### config.mk
export PLATFORM = sky130hd
export DESIGN_NAME = mem_port_arbiter
export DESIGN_NICKNAME = d
export VERILOG_FILES = /design/src/rtl/mem_port_arbiter.sv
export SDC_FILE = /design/constraint.sdc
export NUM_CORES = 1
export LEC_CHECK = 0
export ABC_AREA = 1
export CAP_MARGIN = 30
export CORE_MARGIN = 2
export CORE_UTILIZATION = 32
export CTS_BUF_LIST = sky130_fd_sc_hd__clkbuf_4
export DETAILED_ROUTE_END_ITERATION = 8
export PLACE_DENSITY = 0.84
export SYNTH_ARGS = -nofsm -noshare
export SYNTH_HDL_FRONTEND = slang
export SYNTH_SLANG_ARGS = --single-unit
export TNS_END_PERCENT = 30
### constraint.sdc
create_clock -name Clk -period 1.33 [get_ports Clk]
set_input_delay 0.266 -clock Clk [delete_from_list [all_inputs] [get_ports Clk]]
set_output_delay 0.266 -clock Clk [all_outputs]
set_load 0.02 [all_outputs]
### src/rtl/mem_port_arbiter.sv
// ============================================================================
// mem_port_arbiter : shares one external memory port between the I-cache
//                    refill and D-cache refill/writeback as fixed-length bursts.
// Optional: MEMARB_ROUND_ROBIN_EN (alternate grants under contention)
// Revision: 1.0
// ============================================================================
`timescale 1ns/1ps
`default_nettype none

module mem_port_arbiter #(
    parameter int ADDR_W     = 32,
    parameter int DATA_W     = 32,
    parameter int LINE_WORDS = 4
) (
    input  logic              Clk,
    input  logic              Rst,
    input  logic              i_I_req,
    input  logic [ADDR_W-1:0] i_I_addr,
    output logic [DATA_W-1:0] o_I_rdata,
    output logic              o_I_rvalid,
    output logic              o_I_done,
    input  logic              i_D_req,
    input  logic              i_D_we,
    input  logic [ADDR_W-1:0] i_D_addr,
    input  logic [DATA_W-1:0] i_D_wdata,
    output logic              o_D_wack,
    output logic [DATA_W-1:0] o_D_rdata,
    output logic              o_D_rvalid,
    output logic              o_D_done,
    output logic              o_mem_req,
    output logic              o_mem_we,
    output logic [ADDR_W-1:0] o_mem_addr,
    output logic [DATA_W-1:0] o_mem_wdata,
    input  logic [DATA_W-1:0] i_mem_rdata,
    input  logic              i_mem_ack
);

    localparam int BYTES   = DATA_W / 8;
    localparam int BYTE_SH = $clog2(BYTES);
    localparam int LINE_SH = $clog2(LINE_WORDS * BYTES);
    localparam int CNT_W   = (LINE_WORDS > 1) ? $clog2(LINE_WORDS) : 1;
    localparam logic [CNT_W-1:0]  LAST_BEAT = CNT_W'(LINE_WORDS - 1);
    localparam logic [ADDR_W-1:0] LINE_MASK = ~((ADDR_W'(1) << LINE_SH) - ADDR_W'(1));

    typedef enum logic [1:0] {
        ST_IDLE  = 2'd0,
        ST_BURST = 2'd1,
        ST_DONE  = 2'd2
    } state_t;

    state_t             state_q, state_d;
    logic               win_d_q, win_d_d;     // 1 = D side owns the burst
    logic               we_q, we_d;
    logic [ADDR_W-1:0]  base_q, base_d;
    logic [CNT_W-1:0]   beat_q, beat_d;
    logic               last_d_q, last_d_d;   // last-served side, 1 = D
    logic [DATA_W-1:0]  rdata_q, rdata_d;
    logic               i_rvalid_q, i_rvalid_d;
    logic               d_rvalid_q, d_rvalid_d;
    logic               pick_d;

    always_ff @(posedge Clk or negedge Rst) begin
        if (!Rst) begin
            state_q    <= ST_IDLE;
            win_d_q    <= 1'b0;
            we_q       <= 1'b0;
            base_q     <= '0;
            beat_q     <= '0;
            last_d_q   <= 1'b0;
            rdata_q    <= '0;
            i_rvalid_q <= 1'b0;
            d_rvalid_q <= 1'b0;
        end else begin
            state_q    <= state_d;
            win_d_q    <= win_d_d;
            we_q       <= we_d;
            base_q     <= base_d;
            beat_q     <= beat_d;
            last_d_q   <= last_d_d;
            rdata_q    <= rdata_d;
            i_rvalid_q <= i_rvalid_d;
            d_rvalid_q <= d_rvalid_d;
        end
    end

    always_comb begin
        state_d    = state_q;
        win_d_d    = win_d_q;
        we_d       = we_q;
        base_d     = base_q;
        beat_d     = beat_q;
        last_d_d   = last_d_q;
        rdata_d    = rdata_q;
        i_rvalid_d = 1'b0;
        d_rvalid_d = 1'b0;
        pick_d     = 1'b0;

        case (state_q)
            ST_IDLE: begin
                if (i_I_req || i_D_req) begin
`ifdef MEMARB_ROUND_ROBIN_EN
                    if (i_I_req && i_D_req)
                        pick_d = ~last_d_q;
                    else
                        pick_d = i_D_req;
`else
                    pick_d = i_D_req;
`endif
                    win_d_d = pick_d;
                    we_d    = pick_d & i_D_we;
                    base_d  = (pick_d ? i_D_addr : i_I_addr) & LINE_MASK;
                    beat_d  = '0;
                    state_d = ST_BURST;
                end
            end
            ST_BURST: begin
                if (i_mem_ack) begin
                    if (!we_q) begin
                        rdata_d = i_mem_rdata;
                        if (win_d_q)
                            d_rvalid_d = 1'b1;
                        else
                            i_rvalid_d = 1'b1;
                    end
                    if (beat_q == LAST_BEAT) begin
                        beat_d  = '0;
                        state_d = ST_DONE;
                    end else begin
                        beat_d = beat_q + CNT_W'(1);
                    end
                end
            end
            ST_DONE: begin
                last_d_d = win_d_q;
                state_d  = ST_IDLE;
            end
            default: state_d = ST_IDLE;
        endcase
    end

    // Outputs decode from registered state so an async reset clears them at once.
    logic w_burst, w_done;
    assign w_burst = (state_q == ST_BURST);
    assign w_done  = (state_q == ST_DONE);

    assign o_mem_req   = w_burst;
    assign o_mem_we    = w_burst & we_q;
    assign o_mem_addr  = w_burst ? (base_q | (ADDR_W'(beat_q) << BYTE_SH)) : '0;
    assign o_mem_wdata = (w_burst && we_q) ? i_D_wdata : '0;
    assign o_D_wack    = w_burst & we_q & i_mem_ack;

    assign o_I_rvalid  = i_rvalid_q;
    assign o_I_rdata   = i_rvalid_q ? rdata_q : '0;
    assign o_I_done    = w_done & ~win_d_q;
    assign o_D_rvalid  = d_rvalid_q;
    assign o_D_rdata   = d_rvalid_q ? rdata_q : '0;
    assign o_D_done    = w_done & win_d_q;

endmodule

`default_nettype wire

==> results_dict.tcl <==
set metrics [dict create \
    drive_gt1_frac 0.281 \
    ff2ff_setup_slack_ns -0.33 \
    dpl.hpwl_um 11100 \
    yosys_register_bits 68 \
    overflow 0 \
    root_buffer "clkbuf_4" \
    synth_most_common_cell "nand2_1" \
    n_antenna_cell 0 \
    slew_violations 0 \
    port_buffers 258 \
    synth_flop_cell "dfrtp_1" \
    grt_pass1_wl_um 24200 \
    path_class "flip-flop to output port" \
    cap_violations 0 \
    multi_input_area_um2 2010 \
    drc_errors 0 \
    yosysTopAreaCell "dfrtp_1" \
    seqCellArea_um2 1700 \
    synth_top_family_by_area "simple AND/OR/NAND/NOR gates" \
    clk_latency_ns 0.40 \
    die_area_um2 13800 \
    yosys.cell_types.count 24 \
    required_ns 1.06 \
    fp.dieW_um 118 \
    fin_ws_ns -0.481 \
    htree_levels 3 \
    initial_core_util 0.327 \
    grt_pass1_vias 4783 \
    path_clk_slew_ns 0.11 \
    dr_total_vias 4877 \
    final_nets 1048 \
    io-pin-count 269 \
    wirelength_um 15000 \
    p_leak_nw 4.27 \
    dr.pass1.iters 5 \
    avgSynthCellArea_um2 6.48 \
    synth_compound_area_frac 0.0454 \
    ys_top_cells_by_area "dfrtp_1 (41%), nand2_1 (23%), inv_1 (12%), nor2_1 (6.3%), nand4_1 (5.0%)" \
    row_count 41 \
    grt_antenna_before_repair 0 \
    synthSimpleGateAreaFrac 0.362 \
    finalSetupViolations 168 \
    synth_warnings 0 \
    power_density_nw_per_um2 1830 \
    r2r_end "rdata_q[8]$_DFFE_PN0P_" \
    cp-endpoint "o_mem_wdata[26]" \
    vdd_drop_max_mv 0.854 \
    synth_top_area_frac 0.412 \
    fmax_ghz 0.552 \
    period_share 1.36 \
    num-fill-cells 1083 \
    hold_class "input pin to asynchronous set/reset pin" \
    core_area_um2 12600 \
    synth_fa_ha_area_frac 0.00303 \
    period_needed_ns 1.81 \
    clockBufferDepth 2 \
    placed_cell_area_um2 7380 \
    area_growth_pct 86.7 \
    cts_tree "built" \
    synth_seq_area_share 0.412 \
    cts_buffers 9 \
    startpoint "state_q[1]$_DFFE_PN0P_" \
    drtIter0Drc 407 \
    hold_violations 0 \
    yosys-top-cells-count "nand2_1 (252), inv_1 (131), nor2_1 (69)" \
    fin_area_um2 7720 \
    synthXorXnorAreaFrac 0 \
    end_kind "output port" \
    wl_per_cell_um 13.8 \
    track_usage 0.217 \
    synth_edf_count 0 \
    synthMuxAreaShare 0 \
    status "complete, but fails checks" \
    start_kind "flip-flop" \
    grt_max_degree 37 \
    ant_nets 0 \
    critPathArrivalTime_ns 1.54 \
    synthesis.area_um2 4130 \
    violations "setup timing" \
    path_max_fanout 8 \
    reg2reg_depth 9 \
    via_per_inst 4.47 \
    rsz0062_at_grt "true" \
    r2r-start "state_q[1]$_DFFE_PN0P_" \
    synth_cells 638 \
    die_y_um 118 \
    async_reset_ff_frac 1.00 \
    worst_hold_slack_ns 0.290 \
    cts.sinks 68 \
    clock_skew_ns 0.0110 \
    routabilityCongestion 0.805 \
]
[layout by cell type, fill, tap and decap left out, types with 2 or more instances in the layout]
cell / instances
buf_16: 3
clkdlybuf4s50_1: 124
nand4_1: 33
buf_12: 14
dfrtp_1: 67
inv_2: 15
inv_1: 118
nor2_1: 35
nor2_4: 34
clkinv_1: 5
nor3_4: 2
nand3_1: 4
o21ai_2: 10
conb_1: 2
buf_2: 3
clkdlybuf4s15_2: 8
o21ai_0: 20
buf_4: 62
buf_6: 87
clkbuf_4: 9
nand2_1: 251
[stage by stage]
step	power (mW)	worst slack [ns]	util	instances	TNS, ns
floorplan	8.25	-0.0432	-	639	-1.60
global placement	12.1	-0.613	0.585	1068	-62.67
CTS	13.9	-0.497	0.602	1089	-54.23
global route	15.0	-0.572	0.612	1090	-68.58
detailed placement	12.3	-0.543	0.585	1068	-64.17
finish	14.1	-0.481	0.612	1090	-51.54
[state kept, by name, indices dropped and copies added (netlist names)]
signal and count:
rdata_q 32, beat_q 2, we_q 1, o_D_rvalid 1, base_q 28, state_q 2, win_d_q 1, o_I_rvalid 1
[repair_timing]
item | in CTS | in global routing
buffers inserted | 1 | 1
pin swaps | 2 | 2
hold endpoints to repair | 21 | 0
gates cloned | 3 | 0
endpoints found under the setup margin | 167 | 189
gates resized for setup | 725 | 46
hold buffers | 1 | 0
[kinds of logic after synthesis]
kind of cell	after synthesis
compound gates	30
fa+ha+maj	1
buf+inv	173
flops	68
other cells	1
simple gates	365
[report_power, final]
group	switching (mW)	internal [mW]	total (mW)
clock	0.737	0.546	1.28
sequential	0.595	3.01	3.61
combinational	5.08	4.12	9.20
total	6.41	7.68	14.1
[worst min-delay path by stage]
| stage | startpoint | endpoint | slack [ns] |
|---|---|---|---|
| after CTS | Rst | base_q[14]$_DFFE_PN0P_ | 0.26 |
| after global routing | Rst | base_q[24]$_DFFE_PN0P_ | 0.27 |
| after global placement | Rst | base_q[14]$_DFFE_PN0P_ | 0.19 |
| after floorplan | Rst | base_q[10]$_DFFE_PN0P_ | -0.03 |
| after detailed placement | Rst | base_q[14]$_DFFE_PN0P_ | 0.19 |
| final | Rst | base_q[14]$_DFFE_PN0P_ | 0.29 |
[worst max-delay path, cell delays in order (launching register included)]
cell     delay [ns]
dfrtp_2        0.47
nor2_8         0.16
nand2_8        0.11
buf_12         0.18
nor2_4         0.10
buf_6          0.12
[layer usage]
metal  share of wire  track usage  vias up  wire, µm
met5               0            0        -         0
met4           0.031       0.0881        0       458
met3           0.080       0.0644       28      1210
met2            0.51        0.384      225      7700
met1            0.38        0.243     2206      5650
li1                -            -     2418         -
[cell type report]
type                            count  area share
Timing Repair Buffer              302       0.410
Multi-Input combinational cell    398       0.260
Sequential cell                    68       0.221
Inverter                          134      0.0652
Tap cell                          172      0.0279
Clock buffer                        9     0.00875
Clock inverter                      7     0.00746
Note: power is estimated with default switching activity, not from simulation.
